[src/rtl/sram_arb_pkg.sv]
// rtl/sram_arb_pkg.sv - shared FSM encoding and grant source constants for sram_arbiter
package sram_arb_pkg;

    typedef enum logic [1:0] {
        S_IDLE = 2'd0,
        S_ADDR = 2'd1,
        S_DATA = 2'd2,
        S_RESP = 2'd3
    } state_t;

    localparam logic SRC_INST = 1'b0;
    localparam logic SRC_DATA = 1'b1;

endpackage

[src/rtl/sram_arb_pick.sv]
// rtl/sram_arb_pick.sv - combinational winner selection between fetch and data requesters
// Tie-break favours the requester not last granted; with last_grant tied to inst this is data priority.
module sram_arb_pick
    import sram_arb_pkg::*;
(
    input  logic inst_req,
    input  logic data_req,
    input  logic last_grant,
    output logic grant
);

    always_comb begin
        grant = SRC_INST;
        if (inst_req && data_req) begin
            grant = ~last_grant;
        end else if (data_req) begin
            grant = SRC_DATA;
        end
    end

endmodule

[src/rtl/sram_arbiter.sv]
// rtl/sram_arbiter.sv - shares one SRAM-like port between fetch and data requesters
// Define SRAM_ARB_RR_EN for round-robin tie-break; default is fixed data-over-inst priority.
module sram_arbiter
    import sram_arb_pkg::*;
#(
    parameter int ADDR_W = 32,
    parameter int DATA_W = 32
) (
    input  logic                clk,
    input  logic                resetn,
    input  logic                inst_req,
    input  logic [ADDR_W-1:0]   inst_addr,
    output logic [DATA_W-1:0]   inst_rdata,
    output logic                inst_done,
    input  logic                data_req,
    input  logic                data_wr,
    input  logic [DATA_W/8-1:0] data_wstrb,
    input  logic [ADDR_W-1:0]   data_addr,
    input  logic [DATA_W-1:0]   data_wdata,
    output logic [DATA_W-1:0]   data_rdata,
    output logic                data_done,
    output logic                mem_req,
    output logic                mem_wr,
    output logic [DATA_W/8-1:0] mem_wstrb,
    output logic [ADDR_W-1:0]   mem_addr,
    output logic [DATA_W-1:0]   mem_wdata,
    input  logic                mem_addr_ok,
    input  logic                mem_data_ok,
    input  logic [DATA_W-1:0]   mem_rdata,
    output logic                stallreq
);

    state_t state;
    state_t next_state;
    logic   load;
    logic   capture;
    logic   win;
    logic   grant;
    logic   last_grant;

`ifdef SRAM_ARB_RR_EN
    always_ff @(posedge clk or negedge resetn) begin
        if (!resetn) begin
            last_grant <= SRC_INST;
        end else if (load) begin
            last_grant <= win;
        end
    end
`else
    assign last_grant = SRC_INST;
`endif

    sram_arb_pick u_pick (
        .inst_req   (inst_req),
        .data_req   (data_req),
        .last_grant (last_grant),
        .grant      (win)
    );

    always_comb begin
        next_state = state;
        load       = 1'b0;
        capture    = 1'b0;
        case (state)
            S_IDLE: begin
                if (inst_req || data_req) begin
                    next_state = S_ADDR;
                    load       = 1'b1;
                end
            end
            S_ADDR: begin
                if (mem_addr_ok) begin
                    if (mem_data_ok) begin
                        next_state = S_RESP;
                        capture    = 1'b1;
                    end else begin
                        next_state = S_DATA;
                    end
                end
            end
            S_DATA: begin
                if (mem_data_ok) begin
                    next_state = S_RESP;
                    capture    = 1'b1;
                end
            end
            S_RESP: begin
                next_state = S_IDLE;
            end
            default: begin
                next_state = S_IDLE;
            end
        endcase
    end

    always_ff @(posedge clk or negedge resetn) begin
        if (!resetn) begin
            state <= S_IDLE;
        end else begin
            state <= next_state;
        end
    end

    // Fields are latched once at grant so the slave sees them stable for the whole access.
    always_ff @(posedge clk or negedge resetn) begin
        if (!resetn) begin
            grant     <= SRC_INST;
            mem_req   <= 1'b0;
            mem_wr    <= 1'b0;
            mem_wstrb <= '0;
            mem_addr  <= '0;
            mem_wdata <= '0;
        end else begin
            mem_req <= (next_state == S_ADDR);
            if (load) begin
                grant <= win;
                if (win == SRC_DATA) begin
                    mem_wr    <= data_wr;
                    mem_wstrb <= data_wstrb;
                    mem_addr  <= data_addr;
                    mem_wdata <= data_wdata;
                end else begin
                    mem_wr    <= 1'b0;
                    mem_wstrb <= '0;
                    mem_addr  <= inst_addr;
                    mem_wdata <= '0;
                end
            end
        end
    end

    always_ff @(posedge clk or negedge resetn) begin
        if (!resetn) begin
            inst_done  <= 1'b0;
            data_done  <= 1'b0;
            inst_rdata <= '0;
            data_rdata <= '0;
        end else begin
            inst_done <= capture && (grant == SRC_INST);
            data_done <= capture && (grant == SRC_DATA);
            if (capture && !mem_wr) begin
                if (grant == SRC_DATA) begin
                    data_rdata <= mem_rdata;
                end else begin
                    inst_rdata <= mem_rdata;
                end
            end
        end
    end

    assign stallreq = resetn && (inst_req || data_req) &&
                      !((grant == SRC_DATA) ? data_done : inst_done);

endmodule

[config.mk]
export PLATFORM = sky130hd
export DESIGN_NAME = sram_arbiter
export DESIGN_NICKNAME = d
export VERILOG_FILES = /design/src/rtl/sram_arb_pkg.sv /design/src/rtl/sram_arb_pick.sv /design/src/rtl/sram_arbiter.sv
export SDC_FILE = /design/constraint.sdc
export NUM_CORES = 1
export LEC_CHECK = 0
export BUFFER_PORTS_ARGS = -buffer_cell sky130_fd_sc_hd__buf_2
export CORE_ASPECT_RATIO = 2
export CORE_MARGIN = 4
export CORE_UTILIZATION = 42
export DETAILED_ROUTE_END_ITERATION = 10
export PLACE_DENSITY = 0.77
export REMOVE_ABC_BUFFERS = 1
export SYNTH_ARGS = -nofsm -noshare
export SYNTH_HDL_FRONTEND = slang
export SYNTH_SLANG_ARGS = --single-unit
[constraint.sdc]
create_clock -name clk -period 1.6 [get_ports clk]
set_input_delay 0.16 -clock clk [delete_from_list [all_inputs] [get_ports clk]]
set_output_delay 0.16 -clock clk [all_outputs]
set_load 0.01 [all_outputs]
==> flow_summary.yaml <==
floorplanning:
  start_util_pct: 43.0
  core_area_um2: 13400
  dieWidth_um: 90.9
  dieArea_um2: 15800
  die_h_um: 174
  fp-row-count: 60
  ioPinCount: 276
worst_hold_path:
  whs_path_depth: 3
  min_delay_worst_endpoint: "mem_wstrb[1]"
  hp-start: "data_wstrb[1]"
  hold_path_class: "primary input to register"
route:
  routed_wl_um: 17000
  ant_nets: 0
  wire_per_inst_um: 17.2
  dr.pass1.iters: 4
  dr.first_iter.drc_count: 190
  post_drt_via_cell_ratio: 4.92
  vias: 4877
  drc_errors: 0
synth:
  async_flop_share_pct: 100
  synth-seq-cells: 139
  synthDistinctLibCells: 28
  yosysWarnings: 0
  yosysSeqAreaShare_pct: 60.2
  syn-cell-area_um2: 5770
  postSynthAreaPerCell_um2: 12.2
  ys.flop_type: "dfrtp_1"
  synth_cells: 472
  synth_edf_count: 0
sta:
  drv_slew: 0
  fmax_mhz: 577
  fin_crit_sh_pct: 108
  worst_slack_ps: -135
  fin_crit_ps: 1730
  clock_skew_ps: 7.94
  worst_slew_pin_slew_ps: 737
  setup_violations: 64
  slew_headroom_pct: 50.9
  whs_ps: 15.1
  rsz0062_at_grt: "true"
  hold_viol: 0
clocking:
  cts_root_buffer: "clkbuf_16"
  clk_path_buf_depth: 2
  clk_pin_slew_ps: 60
  numCtsBuffers: 17
  clk_latency_ps: 400
  h-tree-depth: 4
  clock-sinks: 139
  tritoncts: "yes"
setup_path:
  critPathRequiredTime_ps: 1880
  r2r_start: "state[0]"
  endpoint_kind: "register"
  arrival_ps: 2020
  path_delay_family: "flip-flops"
  cpPeakStageDelay_ps: 410
  cp_max_fo: 13
  path_class: "register to register"
  slowest_stage: "dfrtp_1"
  cp_cell_sequence: "buf_6 > ha_4 > a21o_4 > nand4_4 > buf_12 > mux2_2"
  regToRegSetupSlack_ps: -130
  cp_num_buf_inv: 2
  r2r_cells: 6
  cp-start-kind: "register"
  timing.rr.end: "inst_rdata[25]"
run_status:
  outcome: "finished, violations left"
  violations: "negative setup slack"
power_and_ir_drop:
  powerDensity_nw_per_um2: 1950
  power.total_mw: 17.3
  p_leak_nw: 4.90
  ir_drop_mv: 0.878
cells_and_area:
  fin_util_pct: 66.1
  drive_gt1_share_pct: 48.8
  layout-area-overhead-vs-synth_pct: 53.7
  num-nets-final: 967
  diodes: 0
  nFillCells: 1014
  fin_cells: 991
job:
  maxCapViolations: 0
grt:
  grt_pass1_wl_um: 26700
  grt.overflow.total: 0
  antenna_found_initial: 0
  grt_max_degree: 140
  track_usage_pct: 21.3
  grt_pass1_vias: 5157
placement:
  place_congestion: 0.774
  dp_slack_ps: -140
  numPlacedInstances: 894
  io_buffers: 275
  place_hpwl_um: 11200
[repair_timing]
action,4_1_cts,5_1_grt
cloned,2,0
setup buffers,6,1
hold endpoints to repair,217,0
hold buffers,59,0
pin swaps,5,5
gates resized for setup,29,15
setup endpoints to repair,63,65
[report_power, final]
part	leakage [nW]	total, mW	internal, mW	switching, mW
combinational	2.88	7.18	3.52	3.66
sequential	1.74	6.21	5.25	0.951
clock	0.280	3.91	2.40	1.52
total	4.90	17.3	11.2	6.13
[metal layers]
metal / global-route usage, % / routed length, µm / share of wire (%)
met3: 5.00 / 1020 / 6.0
met5: 0 / 0 / 0
met4: 9.01 / 520 / 3.1
met1: 23.2 / 6110 / 36
met2: 38.9 / 9400 / 55
[registers in the layout (all words and copies together) (netlist names)]
name	count
data_done	1
data_rdata	32
grant	1
inst_done	1
inst_rdata	32
mem_addr	32
mem_req	1
mem_wdata	32
mem_wr	1
mem_wstrb	4
state	2
[worst min-delay path: stages]
cell and delay (ps):
buf_2 90, nand3_1 70, nand2_1 70
[worst max path at each step]
stage,from,cells after the start,slack [ps],end
final,state[0],6,-130,inst_rdata[25]
after global routing,state[0],6,-180,data_rdata[6]
after CTS,state[0],6,-160,data_rdata[14]
after detailed placement,state[1],6,-140,data_rdata[24]
after global placement,state[1],6,-80,data_rdata[18]
after floorplan,data_req,2,-4110,mem_addr[0]
[kinds of logic after synthesis]
logic type	count (synthesis)	share of synthesized area (%)
flops	139	60.2
buf+inv	33	3.01
compound gates	41	3.84
mux	96	20.0
fa+ha+maj	5	1.08
simple gates	158	11.9
[layout by cell type, fill, tap and decap left out, drive strengths merged]
| cell | instances |
|---|---|
| nor2 | 3 |
| mux2 | 64 |
| dlygate4sd3 | 59 |
| a211oi | 1 |
| dfrtp | 139 |
| o21a | 1 |
| o32ai | 1 |
| nor2b | 2 |
| and2b | 1 |
| or3b | 1 |
| clkinvlp | 4 |
| bufinv | 2 |
| nand3 | 38 |
| nand2 | 110 |
| clkbuf | 20 |
| a21o | 1 |
| inv | 7 |
| a22oi | 1 |
| buf | 302 |
| a21oi | 1 |
| o22ai | 1 |
| mux2i | 32 |
| ha | 5 |
| nand4 | 2 |
| clkinv | 3 |
| nand3b | 1 |
| o21ai | 34 |
[stage by stage]
stage	TNS [ps]	area [µm²]
final	-6120	8880
after global routing	-8490	8880
after CTS	-6110	8860
after detailed placement	-7510	7460
after global placement	-3870	7460
after floorplan	-296590	5620
[layout make-up]
class	count	area [µm²]	share of cell area (%)
tap	155	194	2.18
clock buffer	20	457	5.15
clock inverter	12	139	1.56
timing repair buffer	361	2320	26.2
sequential	139	3480	39.2
inverter	4	15.0	0.169
multi-input combinational	300	2270	25.6
[synth_stat cells (all sizes together) (2+ instances only)]
cell type | count | area share (%)
buf | 19 | 2.1
nand4 | 2 | 0.59
nor2b | 2 | 0.22
clkbuf | 10 | 0.65
mux2 | 64 | 14
nor2 | 3 | 0.20
dfrtp | 139 | 60
nand3 | 38 | 3.3
inv | 4 | 0.26
ha | 5 | 1.1
mux2i | 32 | 5.5
o21ai | 34 | 2.9
nand2 | 110 | 7.2
Power figures use the tool's default switching activity.
